### config.mk
export PLATFORM = sky130hd
export DESIGN_NAME = seq_detect_ctrl
export DESIGN_NICKNAME = d
export VERILOG_FILES = /design/src/rtl/seq_det_pkg.sv /design/src/rtl/seq_window.sv /design/src/rtl/seq_detect_ctrl.sv
export SDC_FILE = /design/constraint.sdc
export NUM_CORES = 1
export LEC_CHECK = 0
export ABC_AREA = 1
export BUFFER_PORTS_ARGS = -buffer_cell sky130_fd_sc_hd__buf_2
export CAP_MARGIN = 15
export CORE_AREA = 2 2 81 83
export CTS_BUF_LIST = sky130_fd_sc_hd__clkbuf_16
export DETAILED_ROUTE_END_ITERATION = 8
export DIE_AREA = 0 0 83 85
export PLACE_DENSITY = 0.61
export SLEW_MARGIN = 10
export SYNTH_ARGS = -nofsm -noshare
export SYNTH_HDL_FRONTEND = slang
export SYNTH_SLANG_ARGS = --single-unit
### constraint.sdc
create_clock -name clk -period 4.6 [get_ports clk]
set_input_delay 0 -clock clk [delete_from_list [all_inputs] [get_ports clk]]
set_output_delay 0 -clock clk [all_outputs]
set_load 0.01 [all_outputs]
### src/rtl/seq_det_pkg.sv
// Shared types and sizing helpers for the serial pattern detector controller.
package seq_det_pkg;

    typedef enum logic [2:0] {
        StIdle,
        StArmed,
        StFill,
        StRun,
        StDone
    } state_t;

    localparam int unsigned MaxLenDefault = 8;
    localparam int unsigned CntWDefault   = 8;

    // Width needed to hold a pattern length in 0..max_len.
    function automatic int unsigned len_w(input int unsigned max_len);
        return $clog2(max_len + 1);
    endfunction

endpackage

### src/rtl/seq_window.sv
// Serial shift window with a combinational masked compare on the post-shift contents.
module seq_window #(
    parameter int unsigned MaxLen = 8,
    parameter int unsigned LenW   = 4
) (
    input  logic              clk_i,
    input  logic              rst_ni,
    input  logic              clr_i,
    input  logic              shift_i,
    input  logic              din_i,
    input  logic [MaxLen-1:0] pattern_i,
    input  logic [LenW-1:0]   len_i,
    output logic              match_o
);

    logic [MaxLen-1:0] window_q, window_d;
    logic [MaxLen-1:0] shifted;
    logic [MaxLen-1:0] mask;

    assign shifted = {window_q[MaxLen-2:0], din_i};

    always_comb begin
        mask = '0;
        for (int i = 0; i < MaxLen; i++) begin
            mask[i] = (LenW'(i) < len_i);
        end
    end

    // Compare what the window will hold once the incoming bit is shifted in.
    assign match_o = (((shifted ^ pattern_i) & mask) == '0);

    always_comb begin
        window_d = window_q;
        if (clr_i) begin
            window_d = '0;
        end else if (shift_i) begin
            window_d = shifted;
        end
    end

    always_ff @(posedge clk_i or negedge rst_ni) begin
        if (!rst_ni) begin
            window_q <= '0;
        end else begin
            window_q <= window_d;
        end
    end

endmodule

### src/rtl/seq_detect_ctrl.sv
// Sequences a programmable serial-pattern detector: config handshake, arm, fill, match, limit.
module seq_detect_ctrl
    import seq_det_pkg::*;
#(
    parameter int unsigned MAX_LEN = MaxLenDefault,
    parameter int unsigned CNT_W   = CntWDefault,
    localparam int unsigned LEN_W  = len_w(MAX_LEN)
) (
    input  logic               clk,
    input  logic               resetn,
    input  logic               cfg_valid,
    output logic               cfg_ready,
    input  logic [MAX_LEN-1:0] cfg_pattern,
    input  logic [LEN_W-1:0]   cfg_len,
    input  logic [CNT_W-1:0]   cfg_limit,
    output logic               cfg_err,
    input  logic               start,
    input  logic               abort,
    input  logic               din_valid,
    input  logic               din,
    output logic               seen,
    output logic               busy,
    output logic               done,
    output logic [CNT_W-1:0]   match_count
);

    state_t state_q, state_d;

    logic [MAX_LEN-1:0] pattern_q, pattern_d;
    logic [LEN_W-1:0]   len_q, len_d;
    logic [CNT_W-1:0]   limit_q, limit_d;
    logic [LEN_W-1:0]   fill_q, fill_d;
    logic [CNT_W-1:0]   count_q, count_d;
    logic               seen_q, seen_d;
    logic               done_q, done_d;
    logic               err_q, err_d;

    logic             abort_take, cfg_hs, len_ok, cfg_accept, start_take;
    logic             active, shift_en, win_clr, fill_last, check, match_next, hit;
    logic             limit_hit;
    logic [LEN_W-1:0] fill_inc;
    logic [CNT_W-1:0] count_inc;

    assign cfg_ready  = (state_q == StIdle) || (state_q == StArmed) || (state_q == StDone);
    assign active     = (state_q == StFill) || (state_q == StRun);
    assign abort_take = abort && (state_q != StIdle);
    assign cfg_hs     = cfg_valid && cfg_ready && !abort_take;
    assign len_ok     = (cfg_len != '0) && (cfg_len <= LEN_W'(MAX_LEN));
    assign cfg_accept = cfg_hs && len_ok;
    // Any handshake, legal or not, claims the cycle and drops a concurrent start.
    assign start_take = start && ((state_q == StArmed) || (state_q == StDone))
                        && !abort_take && !cfg_hs;
    assign shift_en   = active && din_valid && !abort_take;
    assign win_clr    = abort_take || cfg_accept || start_take;

    assign fill_inc   = fill_q + LEN_W'(1);
    assign fill_last  = (state_q == StFill) && (fill_inc == len_q);
    assign check      = shift_en && ((state_q == StRun) || fill_last);
    assign hit        = check && match_next;
    assign count_inc  = (count_q == '1) ? count_q : count_q + CNT_W'(1);
    assign limit_hit  = (limit_q != '0) && (count_inc == limit_q);

    seq_window #(
        .MaxLen (MAX_LEN),
        .LenW   (LEN_W)
    ) u_window (
        .clk_i     (clk),
        .rst_ni    (resetn),
        .clr_i     (win_clr),
        .shift_i   (shift_en),
        .din_i     (din),
        .pattern_i (pattern_q),
        .len_i     (len_q),
        .match_o   (match_next)
    );

    always_ff @(posedge clk or negedge resetn) begin
        if (!resetn) begin
            state_q <= StIdle;
        end else begin
            state_q <= state_d;
        end
    end

    always_comb begin
        state_d = state_q;
        if (abort_take || cfg_accept) begin
            state_d = StArmed;
        end else if (start_take) begin
            state_d = StFill;
        end else if (hit && limit_hit) begin
            state_d = StDone;
        end else if (shift_en && fill_last) begin
            state_d = StRun;
        end
    end

    always_comb begin
        busy        = active;
        done        = done_q;
        seen        = seen_q;
        cfg_err     = err_q;
        match_count = count_q;
    end

    always_comb begin
        pattern_d = pattern_q;
        len_d     = len_q;
        limit_d   = limit_q;
        fill_d    = fill_q;
        count_d   = count_q;
        done_d    = done_q;
        seen_d    = 1'b0;
        err_d     = 1'b0;
        if (abort_take) begin
            fill_d = '0;
            done_d = 1'b0;
        end else if (cfg_hs) begin
            if (len_ok) begin
                pattern_d = cfg_pattern;
                len_d     = cfg_len;
                limit_d   = cfg_limit;
                fill_d    = '0;
                count_d   = '0;
                done_d    = 1'b0;
            end else begin
                err_d = 1'b1;
            end
        end else if (start_take) begin
            fill_d = '0;
            if (state_q == StDone) begin
                count_d = '0;
                done_d  = 1'b0;
            end
        end else if (shift_en) begin
            if (state_q == StFill) begin
                fill_d = fill_inc;
            end
            if (hit) begin
                seen_d  = 1'b1;
                count_d = count_inc;
                if (limit_hit) begin
                    done_d = 1'b1;
                end
            end
        end
    end

    always_ff @(posedge clk or negedge resetn) begin
        if (!resetn) begin
            pattern_q <= '0;
            len_q     <= '0;
            limit_q   <= '0;
            fill_q    <= '0;
            count_q   <= '0;
            seen_q    <= 1'b0;
            done_q    <= 1'b0;
            err_q     <= 1'b0;
        end else begin
            pattern_q <= pattern_d;
            len_q     <= len_d;
            limit_q   <= limit_d;
            fill_q    <= fill_d;
            count_q   <= count_d;
            seen_q    <= seen_d;
            done_q    <= done_d;
            err_q     <= err_d;
        end
    end

endmodule
==> impl_results.md, run 1 <==
- GRT met3 Usage: 0.0311
- Clock Pin Slew Worst Setup and Hold Paths: 70 ps
- CTS tree: built
- Syn_nets: 401
- Top cell type by total area after synthesis: dfrtp_1
- Reg-to-reg slack, setup: 2350 ps
- Die width: 83 um
- RD Place Congestion: 0.850
- Final hold violations: 0
- Gr busiest metal: met2
- Destination of the worst hold path: cfg_err$_DFF_PN0_
- First-pass GRT wire length: 10.6 mm
- Initial antenna violation count: 0
- Crit Path Category: register to register
- Final setup vio count: 0
- Vias/cell: 4.79
- CP delay by family, top: simple AND/OR/NAND/NOR gates
- Total Wirelength: 6.06 mm
- RSZ-0062 raised after global routing: false
- Met2 Use GR: 0.317
- DR DRC count: 0
- Leak pwr: 0.00171 uW
- Iteration-0 DRC Markers: 88
- Setup tns final: 0 ps
- Register area share after synthesis: 0.413
- Crit Path Max Fanout: 38
- Synth warnings: 0
- Num ports: 40
- GR Overflow Total: 0
- DP Wirelength: 4.40 mm
- Die Area: 7060 um2
- Clk buf depth: 2
- Nets: 463
- RR Startpoint: state_q[1]$_DFFE_PN0P_
- Setup WS post-layout: 2350 ps
- H-tree depth: 2
- ANT nets after route: 0
- Peak VDD IR: 0.217 mV
- Least-Margin Pin Slew: 990 ps
- Post-Syn Area per Cell: 7.33 um2
- Reg-to-Reg End: fill_q[0]$_DFFE_PN0P_
- Vias in the first global route: 2,424
- Hold Crit Depth: 3
- Clk sinks: 45
- Critical path endpoint category: register
- Via count: 2,455
- Cells on worst reg2reg path: 12
- Synthesized area: 2730 um2
- Worst clock skew: 7.05 ps
- Crit path buffers/inverters: 2
- Distinct cells, synth: 34
- Tmin final: 2250 ps
- #FFs+latches synth: 45
- Placed inst area: 2960 um2
- Inst Count DP: 482
- FMAX: 445 MHz
- Final instance area: 3350 um2
- Layout cell share with drive strength beyond 1: 0.191
- Share of Yosys cell area claimed by the top area cell type: 0.413
- Drt wl/cell: 11.8 um
- Largest net degree at the start of global routing: 46
- Req. time, crit path: 4810 ps
- Most frequent cells in the layout: nand2_1 (123), inv_1 (51), dfrtp_1 (45)
- Worst-path cell chain: nor2_2 -> nand2_2 -> nand2_4 -> nand3_2 -> a21oi_2 -> buf_4 -> nor2_1 -> nand2_1 -> nor2_1 -> inv_2 -> nand3_1 -> o21ai_1
- Status: complete, no violations
- Gate Count Post-Synth: 372
- IO Port Bufs: 39
- GRT met1 Usage: 0.234
- Fin. max-slew vios: 0
- Tot GR Track Use: 0.183
- Hold wc startpoint: cfg_valid
- Main area contributors after synthesis: dfrtp_1 (41%), nand2_1 (17%), inv_1 (7.0%), nand3_1 (5.7%), o21ai_0 (4.0%)
- Clk root buf: clkbuf_16
- TritonRoute pass-1 iters: 5
- Max_cap viols: 0
- Final period util: 0.488
- Clk Latency, worst-skew pair: 290 ps
- Die H: 85 um
- Slew margin rel.: 0.340
- Commonest non-fill, non-tap cell in the layout: nand2_1
- Row count: 29
- Post-route insts no fill: 512
- Syn-to-layout area delta: 23.0%
- CTS buffer count: 5
- Power Density: 525 nW/um2
- Post-CTS setup buffers: 0
- CP arrival: 2460 ps
- Starting Density: 0.439
- Crit-path most repeated cell: nor2_1
- Crit-path slowest cell: dfrtp_1
- Pre-CTS WS: 2360 ps
- Peak per-stage delay on the critical path: 460 ps
- N_diodes: 0
- Critical Path Source Type: register
- Core area: 6200 um2
- Hold Path Class: input pin to register
-- worst max-delay path by stage --
| stage | start | endpoint | slack (ps) | depth (start not counted) |
|---|---|---|---|---|
| 2_1_floorplan | match_count[0]$_DFFE_PN0P_ | state_q[1]$_DFFE_PN0P_ | 2790 | 13 |
| 3_3_place_gp | state_q[1]$_DFFE_PN0P_ | fill_q[2]$_DFFE_PN0P_ | 2370 | 12 |
| 3_5_place_dp | state_q[1]$_DFFE_PN0P_ | fill_q[3]$_DFFE_PN0P_ | 2360 | 12 |
| 4_1_cts | state_q[1]$_DFFE_PN0P_ | fill_q[0]$_DFFE_PN0P_ | 2330 | 12 |
| 5_1_grt | state_q[1]$_DFFE_PN0P_ | fill_q[0]$_DFFE_PN0P_ | 2100 | 12 |
| 6_report | state_q[1]$_DFFE_PN0P_ | fill_q[0]$_DFFE_PN0P_ | 2350 | 12 |
-- cells by family (layout without fill, tap and decap cells) --
| group | count (synthesis) | count (layout) | synth area share |
|---|---|---|---|
| buffers and inverters | 63 | 126 | 0.100 |
| AO/OA/AOI/OAI | 50 | 50 | 0.117 |
| adder cells (fa/ha/maj) | 2 | 2 | 0.00918 |
| XOR/XNOR | 7 | 7 | 0.0275 |
| flip-flops | 45 | 45 | 0.413 |
| AND/OR/NAND/NOR | 205 | 205 | 0.333 |
-- routing by layer --
layer,vias up,part of all wire
li1,1298,-
met3,8,0.028
met1,1112,0.48
met4,0,0.014
met5,-,0
met2,37,0.48
-- stage by stage --
| step | hold slack [ps] | utilization | power, uW |
|---|---|---|---|
| 2_1_floorplan | -296 | - | 1170 |
| 3_3_place_gp | 204 | 0.477 | 1340 |
| 3_5_place_dp | 206 | 0.477 | 1340 |
| 4_1_cts | 69.1 | 0.540 | 1780 |
| 5_1_grt | 83.1 | 0.540 | 1930 |
| 6_report | 70.7 | 0.540 | 1760 |
-- timing repair --
| item | in CTS | in global routing |
|---|---|---|
| gates resized for setup | 0 | 0 |
| endpoints found under the hold margin | 66 | 0 |
| endpoints found under the setup margin | 0 | 0 |
| hold buffers | 22 | 0 |
-- power by group --
group,switching (uW),internal [uW]
sequential,121,515
clock,157,257
combinational,438,273
total,716,1050
-- layout make-up --
type	count	area [um2]
well taps	77	96.3
repair buffers	62	423
multi-input cells	264	1330
fillers	609	2850
clock inverters	3	46.3
flip-flops and latches	45	1130
clock buffers	5	125
inverters	56	210
-- state kept, by name, summed over array words and instances (netlist names) --
name               flops
cfg_err                1
done                   1
fill_q                 4
len_q                  4
limit_q                8
match_count            8
pattern_q              8
seen                   1
state_q                3
u_window.window_q      7
-- Yosys cell counts --
cell and n:
nand2_1 123, o21ai_1 6, xor2_1 4, and3_1 1, inv_1 51, o22ai_1 6
nor3_4 1, nor3_2 1, nand2_2 7, buf_2 4, dfrtp_1 45, nand3_2 2
or2_2 1, a21oi_1 1, nor3_1 3, xnor2_1 2, o21ai_0 22, ha_1 2
and2_1 1, buf_12 1, o21ai_2 8, o21bai_1 2, nand4_1 4, nand2_4 2
inv_2 5, o21ai_4 1, buf_6 2, xnor3_1 1, o211ai_1 1, a21oi_2 3
nand3_1 31, nor2_4 1, nor2_1 24, nor2_2 3
-- worst reg2reg max path: stages, from the launching register on --
cell and delay [ps]:
dfrtp_1 460, nor2_2 190, nand2_2 80, nand2_4 90, nand3_2 120, a21oi_2 130
buf_4 330, nor2_1 100, nand2_1 90, nor2_1 70, inv_2 160, nand3_1 180
o21ai_1 160
Power figures use the tool's default switching activity.
==> inputs of run 2 (changes only) <==
--- a/config.mk
+++ b/config.mk
@@ -12,7 +12,7 @@
 export CTS_BUF_LIST = sky130_fd_sc_hd__clkbuf_16
 export DETAILED_ROUTE_END_ITERATION = 8
 export DIE_AREA = 0 0 83 85
-export PLACE_DENSITY = 0.61
+export PLACE_DENSITY = 0.64
 export SLEW_MARGIN = 10
 export SYNTH_ARGS = -nofsm -noshare
 export SYNTH_HDL_FRONTEND = slang
==> constraint.sdc (replaced) <==
create_clock -name clk -period 1.8 [get_ports clk]
set_input_delay 0 -clock clk [delete_from_list [all_inputs] [get_ports clk]]
set_output_delay 0 -clock clk [all_outputs]
set_load 0.01 [all_outputs]
==> run 2 against run 1 <==
  * The run now ends with hold timing, setup timing left
  * Wire length rose by 10%
  * Sequential share of layout area is 3.7 points lower
  * Global-route usage increased by 1.2 points
  * Worst setup slack lost 2400 ps
  * Critical path depth did not move
  * Critical endpoint is now match_count[0]$_DFFE_PN0P_
  * Largest cell class unchanged
==> impl_results.md, run 2 (same netlist as run 1, synthesis figures left out) <==
- Status: finished with violations
- Violated checks: hold timing, setup timing
- Starting Density: 0.439
- TritonRoute pass-1 iters: 4
- Die Area: 7060 um2
- Reg-to-reg slack, setup: -20 ps
- Crit path buffers/inverters: 2
- Critical Path Source Type: register
- DR DRC count: 0
- Setup WS post-layout: -16.3 ps
- Psw: 2080 uW
- Initial antenna violation count: 0
- RSZ-0062 raised after global routing: true
- Clk sinks: 45
- Most frequent cells in the layout: nand2_1 (108), inv_1 (52), dfrtp_1 (40)
- Vias in the first global route: 2,544
- Layout cell share with drive strength beyond 1: 0.334
- Max_cap viols: 0
- GR Overflow Total: 0
- GRT met3 Usage: 0.0302
- CP delay by family, top: simple AND/OR/NAND/NOR gates
- ANT nets after route: 0
- Crit-path most repeated cell: nand2_2
- Clk pwr share: 0.174
- Req. time, crit path: 1970 ps
- RD Place Congestion: 0.827
- Critical path endpoint category: register
- Worst clock skew: 3.46 ps
- CP arrival: 1980 ps
- Hold Path Class: input pin to register
- Core area: 6200 um2
- Power Density: 1310 nW/um2
- DP Wirelength: 4.61 mm
- Row count: 29
- Sequential Power Share: 0.328
- Total Wirelength: 6.67 mm
- Destination of the worst hold path: len_q[3]$_DFFE_PN0P_
- Logic pwr share: 0.498
- Final period util: 1.01
- Least-Margin Pin Slew: 590 ps
- Peak VDD IR: 0.692 mV
- Commonest non-fill, non-tap cell in the layout: nand2_1
- Peak per-stage delay on the critical path: 410 ps
- Die H: 85 um
- Final hold violations: 1
- Reg-to-Reg End: match_count[0]$_DFFE_PN0P_
- Crit Path Max Fanout: 8
- N_diodes: 0
- First-pass GRT wire length: 11.2 mm
- CTS tree: built
- Crit-path slowest cell: dfrtp_1
- Num ports: 40
- Hold wc startpoint: cfg_len[3]
- Tot GR Track Use: 0.194
- H-tree depth: 2
- Met2 Use GR: 0.354
- Switch share: 0.420
- GRT met1 Usage: 0.236
- Internal: 2880 uW
- Via count: 2,590
- Crit Path Category: register to register
- Vias/cell: 4.84
- Tot Pwr: 4960 uW
- Fin Hold WS: -1.40 ps
- RR Startpoint: fill_q[1]$_DFFE_PN0P_
- Clk buf depth: 2
- Hold Crit Depth: 3
- Die width: 83 um
- Gr busiest metal: met2
- IO Port Bufs: 39
- FMAX: 551 MHz
- Final setup vio count: 6
- Tmin final: 1820 ps
- Drt wl/cell: 12.5 um
- Slew margin rel.: 0.607
- Worst-path cell chain: ha_4 -> xnor2_2 -> nand3_1 -> nor2_2 -> nand2_1 -> nand2_2 -> nand3_4 -> inv_4 -> o21ai_4 -> buf_12 -> nand2_2 -> o21ai_2
- Leak pwr: 0.00190 uW
- Clk root buf: clkbuf_16
- Setup tns final: -56.1 ps
- Cells on worst reg2reg path: 12
- CTS buffer count: 5
- Clock Pin Slew Worst Setup and Hold Paths: 60 ps
- Clk Latency, worst-skew pair: 280 ps
- Nets: 486
- Iteration-0 DRC Markers: 80
- Syn-to-layout area delta: 39.0%
- Fin. max-slew vios: 0
- Largest net degree at the start of global routing: 46
## run 2: worst max-delay path by stage
stage,depth (start not counted),startpoint,endpoint
after floorplan,13,match_count[1]$_DFFE_PN0P_,state_q[1]$_DFFE_PN0P_
after global placement,10,match_count[0]$_DFFE_PN0P_,state_q[0]$_DFFE_PN0P_
after detailed placement,10,match_count[0]$_DFFE_PN0P_,state_q[0]$_DFFE_PN0P_
after CTS,12,fill_q[0]$_DFFE_PN0P_,match_count[2]$_DFFE_PN0P_
after global routing,12,fill_q[1]$_DFFE_PN0P_,match_count[0]$_DFFE_PN0P_
final,12,fill_q[1]$_DFFE_PN0P_,match_count[0]$_DFFE_PN0P_
## run 2: through the flow
stage | utilization | setup WS (ps) | area [um2] | cells | hold WS [ps]
floorplan | - | 12.7 | 2730 | 372 | -296
global placement | 0.494 | -90.7 | 3070 | 496 | 119
detailed placement | 0.494 | -142 | 3070 | 496 | 128
CTS | 0.565 | -22.0 | 3500 | 529 | 5.93
global route | 0.610 | -123 | 3790 | 535 | 21.2
finish | 0.610 | -16.3 | 3790 | 535 | -1.40
## run 2: tightest hold or removal path: cells and delay by family
family	cells	cell delay (ps)
AND/OR/NAND/NOR	1	60
AO/OA/AOI/OAI	1	80
buffers and inverters	1	100
## run 2: layout make-up
| type | count | area (um2) |
|---|---|---|
| multi-input combinational | 264 | 1570 |
| tap | 77 | 96.3 |
| timing repair buffer | 85 | 638 |
| clock inverter | 3 | 11.3 |
| fill | 553 | 2420 |
| sequential | 45 | 1130 |
| inverter | 56 | 213 |
| clock buffer | 5 | 125 |
## run 2: power by group through the flow
stage / combinational, uW / sequential, uW / clock (uW)
after global routing: 2760 / 1680 / 916
after global placement: 1890 / 1590 / 0
after detailed placement: 1920 / 1600 / 0
after CTS: 2080 / 1590 / 881
after floorplan: 1410 / 1570 / 0
final: 2470 / 1630 / 866
## run 2: per-layer routing
layer  share of wire  up-vias
met1            0.45     1205
met5               0        -
li1                -     1345
met2            0.51       30
met4           0.017        0
met3           0.021       10
## run 2: repair_timing
action / CTS / global route
hold buffers: 21 / 0
endpoints found under the hold margin: 65 / 0
gates resized for setup: 12 / 59
pin swaps: 6 / 24
setup endpoints to repair: 20 / 29
buffers inserted: 3 / 5
cloned: 1 / 1
